**src/rtl/fmadd_seq_pkg.sv**
```systemverilog
// Shared encodings for the bfloat16 FMADD sequencer: states, opcodes, stage and flag positions.
package fmadd_seq_pkg;

  typedef enum logic [2:0] {
    ST_IDLE = 3'd0,
    ST_GEN  = 3'd1,
    ST_MUL  = 3'd2,
    ST_ADD  = 3'd3,
    ST_NORM = 3'd4,
    ST_DONE = 3'd5
  } state_t;

  localparam logic [1:0] OP_FMADD  = 2'b00;
  localparam logic [1:0] OP_FMSUB  = 2'b01;
  localparam logic [1:0] OP_FNMSUB = 2'b10;
  localparam logic [1:0] OP_FNMADD = 2'b11;

  localparam int NUM_STAGES = 4;
  localparam int STG_GEN    = 0;
  localparam int STG_MUL    = 1;
  localparam int STG_ADD    = 2;
  localparam int STG_NORM   = 3;

  localparam int NUM_FLAGS = 5;
  localparam int FLAG_NV   = 4;
  localparam int FLAG_DZ   = 3;
  localparam int FLAG_OF   = 2;
  localparam int FLAG_UF   = 1;
  localparam int FLAG_NX   = 0;

  // Saturating increment used by the optional performance counters.
  function automatic logic [15:0] sat_inc(input logic [15:0] v);
    return (v == 16'hFFFF) ? v : v + 16'd1;
  endfunction

endpackage

```
**src/rtl/fmadd_seq_sign_cond.sv**
```systemverilog
// Opcode-driven sign conditioning of the A and C operands; B passes through the sequencer untouched.
module fmadd_seq_sign_cond
  import fmadd_seq_pkg::*;
#(
  parameter int STD  = 15,
  parameter int SIGN = 15
) (
  input  logic [1:0]   op,
  input  logic [STD:0] a,
  input  logic [STD:0] c,
  output logic [STD:0] a_cond,
  output logic [STD:0] c_cond
);

  logic neg_prod;
  logic neg_add;

  // Negating the product is done by flipping A's sign; negating the addend by flipping C's.
  always_comb begin
    neg_prod = 1'b0;
    neg_add  = 1'b0;
    case (op)
      OP_FMSUB:  neg_add = 1'b1;
      OP_FNMSUB: neg_prod = 1'b1;
      OP_FNMADD: begin
        neg_prod = 1'b1;
        neg_add  = 1'b1;
      end
      default: ;
    endcase
    a_cond       = a;
    c_cond       = c;
    a_cond[SIGN] = a[SIGN] ^ neg_prod;
    c_cond[SIGN] = c[SIGN] ^ neg_add;
  end

endmodule

```
**src/rtl/fmadd_sequencer.sv**
```systemverilog
// Multi-cycle sequencer for the bfloat16 fused multiply-add datapath.
// Optional counters enabled by defining FMADD_SEQUENCER_PERF_CNT_EN.
module fmadd_sequencer
  import fmadd_seq_pkg::*;
#(
  parameter int STD = 15,
  parameter int MAN = 6,
  parameter int EXP = 7
) (
  input  logic                  clk,
  input  logic                  rst,
  input  logic                  in_valid,
  output logic                  in_ready,
  input  logic [1:0]            in_op,
  input  logic [2:0]            in_rm,
  input  logic [STD:0]          in_a,
  input  logic [STD:0]          in_b,
  input  logic [STD:0]          in_c,
  input  logic                  flush,
  output logic                  mg_activation,
  output logic [STD:0]          mg_a,
  output logic [STD:0]          mg_b,
  output logic [STD:0]          mg_c,
  output logic [2:0]            dp_rm,
  output logic [NUM_STAGES-1:0] stg_en,
  input  logic [STD:0]          dp_result,
  input  logic [NUM_FLAGS-1:0]  dp_flags,
  output logic                  out_valid,
  input  logic                  out_ready,
  output logic [STD:0]          out_result,
  output logic [NUM_FLAGS-1:0]  out_flags,
  output logic                  busy,
  output logic [15:0]           perf_ops,
  output logic [15:0]           perf_stall
);

  // Sign sits just above the exponent and mantissa fields.
  localparam int SIGN = EXP + MAN + 2;

  state_t       state_q, state_d;
  logic         accept;
  logic         capture;
  logic [STD:0] a_cond, c_cond;

  fmadd_seq_sign_cond #(
    .STD  (STD),
    .SIGN (SIGN)
  ) u_sign_cond (
    .op     (in_op),
    .a      (in_a),
    .c      (in_c),
    .a_cond (a_cond),
    .c_cond (c_cond)
  );

  always_ff @(posedge clk or posedge rst) begin
    if (rst) state_q <= ST_IDLE;
    else     state_q <= state_d;
  end

  // Stages advance unconditionally; DONE either retires, chains a new op, or holds.
  always_comb begin
    state_d       = state_q;
    in_ready      = 1'b0;
    stg_en        = '0;
    mg_activation = 1'b0;
    out_valid     = 1'b0;
    busy          = (state_q != ST_IDLE);
    case (state_q)
      ST_IDLE: begin
        in_ready = ~flush;
        if (in_valid) state_d = ST_GEN;
      end
      ST_GEN: begin
        stg_en[STG_GEN] = 1'b1;
        mg_activation   = 1'b1;
        state_d         = ST_MUL;
      end
      ST_MUL: begin
        stg_en[STG_MUL] = 1'b1;
        mg_activation   = 1'b1;
        state_d         = ST_ADD;
      end
      ST_ADD: begin
        stg_en[STG_ADD] = 1'b1;
        mg_activation   = 1'b1;
        state_d         = ST_NORM;
      end
      ST_NORM: begin
        stg_en[STG_NORM] = 1'b1;
        mg_activation    = 1'b1;
        state_d          = ST_DONE;
      end
      ST_DONE: begin
        out_valid = 1'b1;
        in_ready  = out_ready & ~flush;
        if (out_ready) state_d = in_valid ? ST_GEN : ST_IDLE;
      end
      default: state_d = ST_IDLE;
    endcase
    if (flush) state_d = ST_IDLE;
  end

  assign accept  = in_valid & in_ready;
  assign capture = (state_q == ST_NORM) & ~flush;

  // Operands stay frozen from accept to the next accept so the datapath sees stable inputs.
  always_ff @(posedge clk or posedge rst) begin
    if (rst) begin
      mg_a  <= '0;
      mg_b  <= '0;
      mg_c  <= '0;
      dp_rm <= '0;
    end else if (accept) begin
      mg_a  <= a_cond;
      mg_b  <= in_b;
      mg_c  <= c_cond;
      dp_rm <= in_rm;
    end
  end

  always_ff @(posedge clk or posedge rst) begin
    if (rst) begin
      out_result <= '0;
      out_flags  <= '0;
    end else if (capture) begin
      out_result <= dp_result;
      out_flags  <= dp_flags;
    end
  end

`ifdef FMADD_SEQUENCER_PERF_CNT_EN
  logic [15:0] ops_q, stall_q;

  // Counters survive flush on purpose; only reset clears them.
  always_ff @(posedge clk or posedge rst) begin
    if (rst) begin
      ops_q   <= '0;
      stall_q <= '0;
    end else begin
      if (out_valid && out_ready && !flush) ops_q <= sat_inc(ops_q);
      if ((state_q == ST_DONE) && !out_ready) stall_q <= sat_inc(stall_q);
    end
  end

  assign perf_ops   = ops_q;
  assign perf_stall = stall_q;
`else
  assign perf_ops   = '0;
  assign perf_stall = '0;
`endif

endmodule

```
**config.mk**
```make
export PLATFORM = sky130hd
export DESIGN_NAME = fmadd_sequencer
export DESIGN_NICKNAME = d
export VERILOG_FILES = /design/src/rtl/fmadd_seq_pkg.sv /design/src/rtl/fmadd_seq_sign_cond.sv /design/src/rtl/fmadd_sequencer.sv
export SDC_FILE = /design/constraint.sdc
export NUM_CORES = 1
export LEC_CHECK = 0
export ABC_AREA = 1
export ABC_CLOCK_PERIOD_IN_PS = 3300
export BUFFER_PORTS_ARGS = -buffer_cell sky130_fd_sc_hd__buf_2
export CORE_AREA = 5 5 133 72
export CTS_CLUSTER_SIZE = 20
export DETAILED_ROUTE_END_ITERATION = 12
export DIE_AREA = 0 0 138 77
export PLACE_DENSITY = 0.79
export SLEW_MARGIN = 20
export SYNTH_ARGS = -nofsm -noshare
export SYNTH_HDL_FRONTEND = slang
export SYNTH_HIERARCHICAL = 1
export SYNTH_SLANG_ARGS = --single-unit
```
**constraint.sdc**
```tcl
create_clock -name clk -period 3.3 [get_ports clk]
set_clock_uncertainty 0.15 [all_clocks]
set_input_delay 0.33 -clock clk [delete_from_list [all_inputs] [get_ports clk]]
set_output_delay 0.33 -clock clk [all_outputs]
set_load 0.02 [all_outputs]
```
# ---- Yosys cells after proc, flatten, opt, wreduce, memory -nomap -nowiden
# Index checks and enable logic that the tools add are counted.
# Widths: inputs -> output; s select.
dict set report op_classes {
  eq_ne 10
  n_mux 14
  bitwise_logic 6
  reduce_logical 6
}
# cell count
set ops {}
lappend ops {{$pmux 3 s6} 1}
lappend ops {{$mux 1} 9}
lappend ops {{$mux 3} 3}
lappend ops {{$eq 3x2->1 const B} 2}
lappend ops {{$eq 3x3->1 const B} 2}
lappend ops {{$ne 3x3->1 const B} 2}
lappend ops {{$eq 2x2->1 const B} 2}
lappend ops {{$reduce_or 2->1} 2}
lappend ops {{$reduce_or 4->1} 1}
lappend ops {{$and 1x1->1} 3}
lappend ops {{$eq 3x1->1 const B} 1}
lappend ops {{$logic_not 3->1} 1}
lappend ops {{$reduce_bool 3->1} 1}
lappend ops {{$eq 2x1->1 const B} 1}
lappend ops {{$pmux 1 s2} 1}
lappend ops {{$reduce_and 2->1} 1}
lappend ops {{$xor 1x1->1} 2}
lappend ops {{$not 1->1} 1}
dict set report totals {
  register_bits 75
  input_bits 79
  out_inout_bits 112
  elab_cells 43
}

# ---- Logic depth before layout (Yosys ltp)
dict set report depth {
  depth_word 4
  ltp_mapped 7
  ltp_nobuf 6
}

# ---- Modules after synthesis
# The synthesis kept the hierarchy.
# module instances cells_each area_per_inst_um2 seq_area_each_um2
set modules_own_cells {}
lappend modules_own_cells {fmadd_sequencer 1 384 3345.7 1876.8}
lappend modules_own_cells {fmadd_seq_sign_cond 1 40 262.8 0.0}

# ---- Least setup slack after synthesis
# Ideal clock, no wire load.
dict set report synth_path {
  kind {register to output}
  start {register state_q[0]}
  end {output port in_ready}
  arrival_time_ns 1.025
  required_time_ns 2.820
  path_slack_ns 1.795
  path_stages_with_launch 5
  n_path_buf 1
  path_cell_list {dfrtp_1 > nor2_1 > nand3_1 > o21ai_4 > buf_4}
}
dict set report synth_via {
  elab_chain_len 2
  elab_cells_between_ends 3
}
# element line
set synth_lines {}
lappend synth_lines {{start: declaration} fmadd_sequencer.sv:40} ;# state_t state_q, state_d;
lappend synth_lines {{start signal: assignment} fmadd_sequencer.sv:58} ;# else state_q <= state_d;
lappend synth_lines {{$eq 3x3->1 / $logic_not 3->1 (equally long branches)} fmadd_sequencer.sv:69} ;# case (state_q)
lappend synth_lines {{$pmux 1 s2 *} fmadd_sequencer.sv:69}
lappend synth_lines {{end: declaration} fmadd_sequencer.sv:13} ;# output logic in_ready,
# Mark *: on every way between the ends. The rest lies on a longest branch, timed or not.

# ---- Worst setup path after layout
dict set report layout_path {
  start {register state_q[1]}
  end {output port in_ready}
}
# The elaborated chain is that of the path after synthesis.

==> run summary <==
outcome: complete, no violations
TritonCTS clock tree: done
Critical Path AT: 1870 ps
die height: 77 µm
clk_lat worst skew: 320 ps
WL/cell: 13.4 µm
num ports: 191
root buf cell: clkbuf_16
clock period minus worst slack: 2350 ps
# DRC: 0
Hold Fails Final Rpt: 0
Leak Pwr: 2.67 nW
sequential-to-total area share from yosys stat: 0.520
Post-Synth Adder-Cell Area: 0
Final #Nets: 623
post-route cell area: 0.00440 mm²
post-synthesis mux area share: 0
fraction of layout cells with a size suffix above 1: 0.332
pwr/cell area: 815 mW/mm²
routed wire length: 8950 µm
PostCTS Resize Cnt: 0
overall routing resource usage: 0.166
synth unique cells: 17
crit-path max FO: 30
Post-CTS Setup Bufs: 0
CP Capture Type: output port
clk sinks: 75
worst r2r path cells: 6
Worst Setup EP: in_ready
Setup crit start: state_q[1]
Slew Viols, Final: 0
critical-path cell list: inv_1 -> nand3_2 -> o21ai_4 -> buf_2
htree depth: 3
critical path launch point type: register
final worst path period share: 0.714
Yosys top cell area share: 0.520
Hold Crit Class: input pin to register
die width: 138 µm
full die area: 0.0106 mm²
largest cells by area after synthesis: dfrtp_1, nand2_1, buf_4, nand3_1, buf_6
ANT nets after route: 0
CP required: 2820 ps
diodes inserted: 0
Critical R2R Capture: mg_b[15]
1st-iter DRT viols: 205
Simple-Gate Fraction of Synth Area: 0.287
Worst R2R Start: state_q[1]
register area: 0.00188 mm²
GP Congestion: 0.805
FMAX: 0.425 GHz
clk slew on worst S/H paths: 60 ps
GR Layer Usage met1: 0.211
Final Setup Violations: 0
Clock Tree Buf Depth: 2
Worst-Margin Slew: 951 ps
core area: 0.00835 mm²
warnings from Yosys: 6
met3 Use GR: 0.0646
kind of critical path: register to output port
Top Usage Layer GRT: met2
first-pass detailed-route iteration total: 4
unrepaired setup endpoints after global routing: no
Via density: 4.54
CP max stage cell: o21ai_4
mapped cell area: 0.00361 mm²
largest net degree at the start of global routing: 76
syn_area_per_cell: 8.51 µm²
FP Rows: 24
largest family of logic cells by synthesized area: simple AND/OR/NAND/NOR gates
Post-DP Area: 0.00408 mm²
# port buffers: 158
multi-input logic area: 0.00119 mm²
initial antenna violation count: 0
Final HPWL DP: 6570 µm
M2 GR Usage: 0.272
max_cap viols: 0
VDD IR max: 0.362 mV
hold_buf cts: 0
CTS Buf Count: 9
Vias: 3026
Synth-to-Final Area Change: 22.0%
leading area contributor after synthesis: dfrtp_1
Synth Area in XOR/XNOR: 0
number of global-route vias before repair: 2973
Seq cells post-synth: 75
first-pass GRT wire length: 14600 µm
TNS Setup: 0 ps
Worst path max stage delay: 620 ps
Mapped Cells: 424
starting density of the core: 0.432
Synth Area in Compound Gates: 0.00867
headroom to the max-slew limit: 0.366
total congestion overflow: 0
Layout fillers: 815
R2R setup slack: 980 ps
-- cell usage after synthesis --
cell        n
nand2_1   161
dfrtp_1    75
nand3_1    75
buf_4      67
inv_1      13
clkbuf_1    8
nor2_1      7
buf_6       5
buf_2       4
a21oi_1     2
conb_1      1
inv_2       1
nand2_4     1
nand3_2     1
nand3b_1    1
o21ai_0     1
o21ai_4     1
-- where the power goes --
part           internal (mW)  total, mW  switching, mW
Sequential              1.21       1.38          0.166
Clock                  0.663       1.03          0.369
Combinational          0.368       1.18          0.809
-- stage by stage --
step	instances	hold WS (ps)	utilization	setup slack (ps)	power [mW]
floorplan	455	243	-	910	2.18
global placement	650	298	0.489	712	2.54
detailed placement	650	306	0.489	640	2.58
CTS	666	63.7	0.527	923	3.64
global route	666	70.9	0.527	776	3.80
finish	666	77.6	0.527	945	3.59
-- worst max-delay path, delay by kind of cell, from the launching register on --
family                 cells  cell delay (ps)
flip-flops                 1              400
AND/OR/NAND/NOR            1              120
AO/OA/AOI/OAI              1              620
buffers and inverters      2              410
-- cell type report --
class / count / area share
Inverter: 14 / 0.0119
Clock inverter: 6 / 0.0205
Timing Repair Buffer: 162 / 0.186
Tap cell: 117 / 0.0333
Multi-Input combinational cell: 282 / 0.269
Sequential cell: 75 / 0.426
Clock buffer: 10 / 0.0520
-- cells by family after synthesis --
family	count (synthesis)
buffers and inverters	98
flip-flops	75
other	1
AO/OA/AOI/OAI	4
AND/OR/NAND/NOR	246
-- sequential cells by signal, summed over array words and instances, names as in the netlist --
name / count
out_result: 16
mg_c: 16
mg_a: 16
out_flags: 5
mg_b: 16
dp_rm: 3
state_q: 3
-- how the worst min path moves through the flow --
stage | startpoint | to | slack (ps) | cells past startpoint
CTS | flush | state_q[1] | 60 | 2
detailed placement | mg_a[15] | mg_a[15] | 310 | 2
global route | flush | state_q[1] | 70 | 2
finish | flush | state_q[1] | 80 | 2
floorplan | flush | state_q[1] | 240 | 1
global placement | mg_b[15] | mg_b[15] | 300 | 2
-- placed cells by master, fill, tap and decap left out, types with 2 or more instances in the layout --
cell,n
clkinv_4,2
a21oi_1,2
buf_2,158
nor2_1,7
bufinv_16,2
nand2_1,161
dfrtp_1,75
clkbuf_16,9
inv_1,12
buf_4,4
nand3_1,75
inv_2,2
conb_1,32
-- metal layers --
metal / vias to the layer above / wire [µm]
met1: 1415 / 3850
li1: 1473 / -
met4: 0 / 17
met5: - / 0
met2: 136 / 4290
met3: 2 / 795
No activity file was read; power rests on OpenSTA's default activity.
